===== src/rtl/fifo_rd_ctrl.sv =====
`timescale 1ns/1ps
`default_nettype none
// +--------------------------------------------------------------------------+
// | fifo_rd_ctrl : async FIFO read side, Gray sync + FWFT 2-entry out queue  |
// | Revision     : 1.0                                                       |
// +--------------------------------------------------------------------------+
module fifo_rd_ctrl #(
  parameter int DATA_WIDTH = 8,
  parameter int ADDR_WIDTH = 3
) (
  input  logic                  rclk,
  input  logic                  rrst_n,
  input  logic [ADDR_WIDTH:0]   wptr_gray,
  input  logic [DATA_WIDTH-1:0] mem_rd_data,
  output logic [ADDR_WIDTH-1:0] raddr,
  output logic [ADDR_WIDTH:0]   rptr_gray,
  output logic                  rempty,
  output logic                  rd_valid,
  output logic [DATA_WIDTH-1:0] rd_data,
  input  logic                  rd_ready,
  output logic [ADDR_WIDTH+1:0] rd_level
);

  localparam int PW = ADDR_WIDTH + 1;
  localparam int LW = ADDR_WIDTH + 2;

  logic [PW-1:0]         rq1;
  logic [PW-1:0]         rq2_wptr;
  logic [PW-1:0]         rbin;
  logic [PW-1:0]         rbin_next;
  logic [PW-1:0]         rgray_next;
  logic [PW-1:0]         wbin_sync;
  logic [PW-1:0]         mem_words;
  logic [LW-1:0]         level_next;
  logic                  inflight;
  logic                  capture;
  logic                  pop;
  logic                  fetch;
  logic [1:0]            count;
  logic [1:0]            count_next;
  logic [2:0]            committed;
  logic [DATA_WIDTH-1:0] q1;

  function automatic logic [PW-1:0] gray2bin(input logic [PW-1:0] g);
    logic [PW-1:0] b;
    b[PW-1] = g[PW-1];
    for (int i = PW - 2; i >= 0; i--) begin
      b[i] = b[i+1] ^ g[i];
    end
    return b;
  endfunction

  // Two-flop synchronizer; nothing else samples the raw write pointer.
  always_ff @(posedge rclk or negedge rrst_n) begin
    if (!rrst_n) begin
      rq1      <= '0;
      rq2_wptr <= '0;
    end else begin
      rq1      <= wptr_gray;
      rq2_wptr <= rq1;
    end
  end

  assign pop       = rd_valid & rd_ready;
  assign capture   = inflight;
  // Words already owed to the queue after this cycle's pop; never exceed two.
  assign committed = {1'b0, count} + {2'b00, inflight} - {2'b00, pop};
  assign fetch     = ~rempty & (committed < 3'd2);

  assign rbin_next  = rbin + {{(PW-1){1'b0}}, fetch};
  assign rgray_next = rbin_next ^ (rbin_next >> 1);
  assign raddr      = rbin[ADDR_WIDTH-1:0];

  always_comb begin
    count_next = count;
    case ({capture, pop})
      2'b10:   count_next = count + 2'd1;
      2'b01:   count_next = count - 2'd1;
      default: count_next = count;
    endcase
  end

  assign wbin_sync  = gray2bin(rq2_wptr);
  assign mem_words  = wbin_sync - rbin_next;
  assign level_next = {1'b0, mem_words}
                    + {{(LW-1){1'b0}}, fetch}
                    + {{(LW-2){1'b0}}, count_next};

  always_ff @(posedge rclk or negedge rrst_n) begin
    if (!rrst_n) begin
      rbin      <= '0;
      rptr_gray <= '0;
      rempty    <= 1'b1;
      inflight  <= 1'b0;
      rd_level  <= '0;
    end else begin
      rbin      <= rbin_next;
      rptr_gray <= rgray_next;
      rempty    <= (rgray_next == rq2_wptr);
      inflight  <= fetch;
      rd_level  <= level_next;
    end
  end

  // rd_data is the queue head; q1 holds the second word when count is two.
  always_ff @(posedge rclk or negedge rrst_n) begin
    if (!rrst_n) begin
      count    <= 2'd0;
      rd_valid <= 1'b0;
      rd_data  <= '0;
      q1       <= '0;
    end else begin
      count    <= count_next;
      rd_valid <= (count_next != 2'd0);
      case ({capture, pop})
        2'b10: begin
          if (count == 2'd0) rd_data <= mem_rd_data;
          else               q1      <= mem_rd_data;
        end
        2'b01: rd_data <= q1;
        2'b11: begin
          if (count == 2'd1) begin
            rd_data <= mem_rd_data;
          end else begin
            rd_data <= q1;
            q1      <= mem_rd_data;
          end
        end
        default: ;
      endcase
    end
  end

  a_no_overflow : assert property (@(posedge rclk) disable iff (!rrst_n)
    !(capture && !pop && (count == 2'd2)));

  a_committed_bound : assert property (@(posedge rclk) disable iff (!rrst_n)
    (({1'b0, count} + {2'b00, inflight}) <= 3'd2));

endmodule
`default_nettype wire

===== config.mk =====
export PLATFORM = sky130hd
export DESIGN_NAME = fifo_rd_ctrl
export DESIGN_NICKNAME = d
export VERILOG_FILES = /design/src/rtl/fifo_rd_ctrl.sv
export SDC_FILE = /design/constraint.sdc
export NUM_CORES = 1
export LEC_CHECK = 0
export CAP_MARGIN = 20
export CORE_MARGIN = 2
export CORE_UTILIZATION = 40
export CTS_BUF_LIST = sky130_fd_sc_hd__clkbuf_2 sky130_fd_sc_hd__clkbuf_4 sky130_fd_sc_hd__clkbuf_8
export CTS_CLUSTER_DIAMETER = 40
export DETAILED_ROUTE_END_ITERATION = 10
export PLACE_DENSITY = 0.65
export SLEW_MARGIN = 10
export SYNTH_ARGS = -nofsm -noshare
export SYNTH_HDL_FRONTEND = slang
export SYNTH_SLANG_ARGS = --single-unit

===== constraint.sdc =====
create_clock -name rclk -period 4.7 [get_ports rclk]
set_clock_uncertainty 0.15 [all_clocks]
set_input_delay 0.94 -clock rclk [delete_from_list [all_inputs] [get_ports rclk]]
set_output_delay 0.94 -clock rclk [all_outputs]
set_load 0.01 [all_outputs]

# After elaboration in Yosys (flattened, before gate mapping)
# Cells that the tools add are included.
# W data, S select, Z words.
[totals] in_bits=15 reg_bits=42 out_inout_bits=22 word_cells=48
[op_classes] addsub=8 mux=7 reduce_logical=6 order_cmp=1 n_bitwise=7 eq_ne=8
[op_table] cell="$mux W8" count=4
[op_table] cell="$pmux W8 S3" count=1
[op_table] cell="$pmux W8 S2" count=1
[op_table] cell="$ne A2 B2 Y1 const B" count=3
[op_table] cell="$add A4 B1 Y5" count=1
[op_table] cell="$add A5 B2 Y5" count=1
[op_table] cell="$add A4 B1 Y4" count=1
[op_table] cell="$eq A2 B1 Y1 const B" count=2
[op_table] cell="$eq A2 B2 Y1 const B" count=2
[op_table] cell="$eq A4 B4 Y1" count=1
[op_table] cell="$pmux W2 S2" count=1
[op_table] cell="$reduce_bool A2 Y1" count=2
[op_table] cell="$sub A4 B4 Y4" count=1
[op_table] cell="$xor A4 B3 Y4" count=1
[op_table] cell="$add A2 B1 Y3" count=1
[op_table] cell="$lt A3 B2 Y1 const B" count=1
[op_table] cell="$reduce_and A3 Y1" count=1
[op_table] cell="$reduce_bool A3 Y1" count=1
[op_table] cell="$sub A3 B1 Y3" count=1
[op_table] cell="$xor A1 B1 Y1" count=3
[op_table] cell="$add A2 B1 Y2 const B" count=1
[op_table] cell="$and A1 B1 Y1" count=2
[op_table] cell="$logic_not A2 Y1" count=1
[op_table] cell="$reduce_and A2 Y1" count=1
[op_table] cell="2 further kinds" count=2

# Longest topological paths before layout
[logic_depth] word_depth=8 mapped_depth=16 ltp_nobuf=15

# Worst setup path before layout
# Ideal clock, no wire load.
[synth_path] path_type="input to register" startpoint="input rd_ready" endpoint="register rd_level[3]" t_arrival_ps=3985 t_required_ps=4414 path_buffers=1 cell_stages=16 setup_ps=136 setup_slack_ps=430 path_cell_list="and2_1 > buf_2 > xnor2_1 > nand2b_1 > fa_1 > xnor2_1 > nand3b_1 > inv_1 > ha_1 > ha_1 > fa_1 > inv_1 > ha_1 > a21oi_1 > nor2_1 > xor3_1"
[synth_via] elab_chain_cells=8 word_cells_on_any_way=11 cone_classes="add/sub: 5; order compare: 1; eq/ne: 2; mux: 1; bitwise: 2"
[synth_rtl] item="start, declared" line="20" text="input logic rd_ready,"
[synth_rtl] item="$and A1 B1 Y1" line="64" text="assign pop = rd_valid & rd_ready;"
[synth_rtl] item="$sub A3 B1 Y3" line="67" text="assign committed = {1'b0, count} + {2'b00, inflight} - {2'b00, pop};"
[synth_rtl] item="$lt A3 B2 Y1" line="68" text="assign fetch = ~rempty & (committed < 3'd2);"
[synth_rtl] item="$and A1 B1 Y1" line="68"
[synth_rtl] item="via fetch" line="38" text="logic fetch;"
[synth_rtl] item="$add A4 B1 Y4" line="70" text="assign rbin_next = rbin + {{(PW-1){1'b0}}, fetch};"
[synth_rtl] item="via rbin_next[1]" line="30" text="logic [PW-1:0] rbin_next;"
[synth_rtl] item="$sub A4 B4 Y4" line="84" text="assign mem_words = wbin_sync - rbin_next;"
[synth_rtl] item="$add A4 B1 Y5" line="86" text="+ {{(LW-1){1'b0}}, fetch}"
[synth_rtl] item="$add A5 B2 Y5" line="87" text="+ {{(LW-2){1'b0}}, count_next};"
[synth_rtl] item="via level_next[3]" line="34" text="logic [LW-1:0] level_next;"
[synth_rtl] item="end signal, assigned" line="101" text="rd_level <= level_next;"
[synth_rtl] item="end, declared" line="21" text="output logic [ADDR_WIDTH+1:0] rd_level"
# The timed path passes the listed nets, and every way through them passes these cells.
# A chain may end at the register's enable or synchronous reset.

# Final worst setup path
# Same ends and word-level chain as after synthesis.

==> impl_metrics.env <==
export IMPL_vias_per_cell=4.88
export IMPL_core_area_mm2=0.00466
export IMPL_p_per_area_mw_per_mm2=912
export IMPL_synth_cell_types=30
export IMPL_drtIter0Drc=53
export IMPL_cts_resized_gates=0
export IMPL_ys_ff_latch=41
export IMPL_die_h_um=73.0
export IMPL_crit_fanout=3
export IMPL_whs_endpoint="rq2_wptr[3]"
export IMPL_worstHoldPathCells=0
export IMPL_grt_max_degree=42
export IMPL_num_io_pins=37
export IMPL_p_total_mw=2.27
export IMPL_fin_crit_ps=4400
export IMPL_hold_path_class="reg -> reg"
export IMPL_grt_ovfl_total=0
export IMPL_reg2reg_slack_ps=990
export IMPL_cp_required_ps=4720
export IMPL_wire_per_inst_um=13.8
export IMPL_end_kind="flop"
export IMPL_gp_congestion=0.750
export IMPL_drcViolationCount=0
export IMPL_reg2reg_from="rd_valid"
export IMPL_wirelength_mm=3.47
export IMPL_cts_htree_levels=2
export IMPL_portBuffers=36
export IMPL_hold_viol=0
export IMPL_syn_nets=179
export IMPL_drive_gt1_share_pct=13.6
export IMPL_fill_cells=389
export IMPL_period_share_pct=93.5
export IMPL_cp_slowest_stage_delay_ps=540
export IMPL_ys_warn_count=0
export IMPL_dp_hpwl_mm=2.55
export IMPL_cts_tree="done"
export IMPL_row_count=25
export IMPL_crit_slowest_cell="fa_1"
export IMPL_cap_violations=0
export IMPL_status="completed"
export IMPL_cts_root_buf="clkbuf_8"
export IMPL_tritoncts_num_sinks=41
export IMPL_firstDrtPassIters=2
export IMPL_start_util_pct=40.9
export IMPL_worstSetupStartpointType="primary input"
export IMPL_drv_slew=0
export IMPL_regArea_mm2=0.00103
export IMPL_slew_headroom_pct=39.5
export IMPL_rsz0062_at_grt="no"
export IMPL_multi_input_area_um2=825
export IMPL_grt_use_total_pct=14.8
export IMPL_cts_made_buffers=5
export IMPL_r2r_cells=15
export IMPL_p_leak_nw=1.14
export IMPL_antenna_found_initial=0
export IMPL_peakVddDrop_v=0.000546
export IMPL_utilization_pct=53.4
export IMPL_worstMarginPinSlew_ps=907
export IMPL_cts_setup_buffers=0
export IMPL_placed_cell_area_mm2=0.00235
export IMPL_path_delay_family="adder cells"
export IMPL_die_w_um=73.0
export IMPL_ys_seq_area_share_pct=53.9
export IMPL_max_freq_ghz=0.228
export IMPL_clock_latency_ps=290
export IMPL_syn_to_final_growth_pct=30.4
export IMPL_worstPathArrival_ps=4410
export IMPL_grt_pass1_wl_mm=5.95
export IMPL_nets=224
export IMPL_finalSetupViolations=0
export IMPL_avgSynthCellArea_um2=12.5
export IMPL_cts_clk_slew_worst_paths_ps=80
export IMPL_hp_start="rq1[3]"
export IMPL_num_vias=1230
export IMPL_hold_buffers=0
export IMPL_reg2reg_to="rd_level[3]"
export IMPL_path_cells="clkdlybuf4s50_1 > and2_1 > xnor2_1 > nand2b_1 > fa_1 > xnor2_1 > nand3b_1 > inv_1 > ha_1 > ha_1 > fa_1 > inv_1 > ha_1 > a21oi_1 > nor2_1 > xor3_1"
export IMPL_path_class="in -> reg"
export IMPL_cp_num_buf_inv=3
export IMPL_antennaDiodeCount=0
export IMPL_syn_inst=152
export IMPL_grt_pass1_vias=1272
export IMPL_die_area_mm2=0.00534
export IMPL_syn_area_mm2=0.00191
export IMPL_critPathMostFrequentCell="ha_1"
export IMPL_cts_max_path_buffers=2
export IMPL_ant_nets=0
export IMPL_tns_ps=0
export IMPL_final_cell_area_mm2=0.00249
area by class of cell:
type	instances	share of cell area, %
Clock buffer	5	2.77
Clock inverter	3	2.62
Inverter	11	1.66
Multi-Input combinational cell	97	33.1
Sequential cell	41	41.3
Tap cell	54	2.72
Timing Repair Buffer	41	15.8
per-stage QoR:
| step | hold slack [ps] | setup slack [ps] | instances |
|---|---|---|---|
| after floorplan | 181 | 430 | 152 |
| after global placement | 182 | 98.7 | 243 |
| after detailed placement | 185 | -6.67 | 243 |
| after CTS | 203 | 307 | 251 |
| after global routing | 213 | 129 | 252 |
| final | 203 | 305 | 252 |
synthesized netlist by cell type:
library cell	instances	share of area, %
dfrtp_1	40	52
nand2_1	14	2.8
inv_1	11	2.2
o21ai_0	11	2.9
mux2_2	9	5.3
xnor2_1	9	4.1
ha_1	8	5.2
mux2i_1	8	4.2
xor2_1	7	3.2
fa_1	4	4.2
nand3_1	4	1.0
nor2_1	4	0.79
a21oi_1	3	0.79
buf_2	2	0.52
or3_1	2	0.66
xor3_1	2	2.5
a211oi_1	1	0.39
a211oi_2	1	0.66
a21boi_0	1	0.39
and2_1	1	0.33
and3_4	1	0.59
clkbuf_1	1	0.20
dfstp_2	1	1.4
nand2b_1	1	0.33
nand3b_1	1	0.39
nor2b_1	1	0.33
o21a_1	1	0.39
o311ai_0	1	0.46
o31ai_1	1	0.39
xnor2_2	1	0.85
cell usage in the layout, fill, tap and decap left out:
cell type,netlist,final
a21boi_0,1,1
a21oi_1,3,3
and3_4,1,1
xor2_1,7,7
dfstp_2,1,1
clkinv_2,0,1
fa_1,4,4
dfrtp_1,40,40
mux2_2,9,9
nor2b_1,1,1
bufinv_16,0,2
xnor2_2,1,1
xor3_1,2,2
o311ai_0,1,1
clkdlybuf4s50_1,0,35
ha_1,8,8
nand2b_1,1,1
inv_1,11,11
a211oi_2,1,1
o21a_1,1,1
mux2i_1,8,8
and2_1,1,1
buf_4,0,5
nor2_1,4,4
or3_1,2,2
clkbuf_8,0,5
buf_2,2,1
o31ai_1,1,1
xnor2_1,9,9
a211oi_1,1,1
o21ai_0,11,11
nand3_1,4,4
nand3b_1,1,1
nand2_1,14,14
logic make-up after synthesis:
group	share of synthesized area, %
muxes	9.51
DFF	53.9
xor gates and xnor gates	10.7
AOI/OAI and AO/OA	6.37
and+or+nand+nor	7.22
adders and majority gates	9.45
buffers and inverters	2.89
metal layers:
layer	routed length, um	track usage (%)	vias up	share of wire, %
met3	179	4.56	7	5.2
met5	0	0	-	0
met2	1780	25.1	33	51
met4	57	5.14	0	1.6
met1	1460	17.7	595	42
li1	-	-	595	-
sequential cells by signal (all words and copies together), names as in the netlist:
signal     cells
q1             8
rq2_wptr       4
rempty         1
rd_valid       1
count          2
rbin           4
rd_level       5
rq1            4
capture        1
rptr_gray      3
rd_data        8
how the worst max path moves through the flow:
stage / start / end / depth (start not counted)
2_1_floorplan: rd_ready / rd_level[3] / 16
3_3_place_gp: rd_ready / rd_level[3] / 16
3_5_place_dp: rd_ready / rd_level[3] / 16
4_1_cts: rd_ready / rd_level[3] / 16
5_1_grt: rd_ready / rd_level[3] / 16
6_report: rd_ready / rd_level[3] / 16
power by group:
part           internal (mW)  switching [mW]  total [mW]
Sequential             0.523          0.0920       0.615
Clock                  0.211           0.120       0.331
Combinational          0.689           0.633        1.32
worst register-to-register path: stages, from the launching register on:
cell	delay, ps
dfrtp_1	390
and2_1	200
xnor2_1	170
nand2b_1	180
fa_1	380
xnor2_1	130
nand3b_1	120
inv_1	70
ha_1	210
ha_1	330
fa_1	540
inv_1	60
ha_1	260
a21oi_1	150
nor2_1	60
xor3_1	190
(Power assumes the default switching activity.)
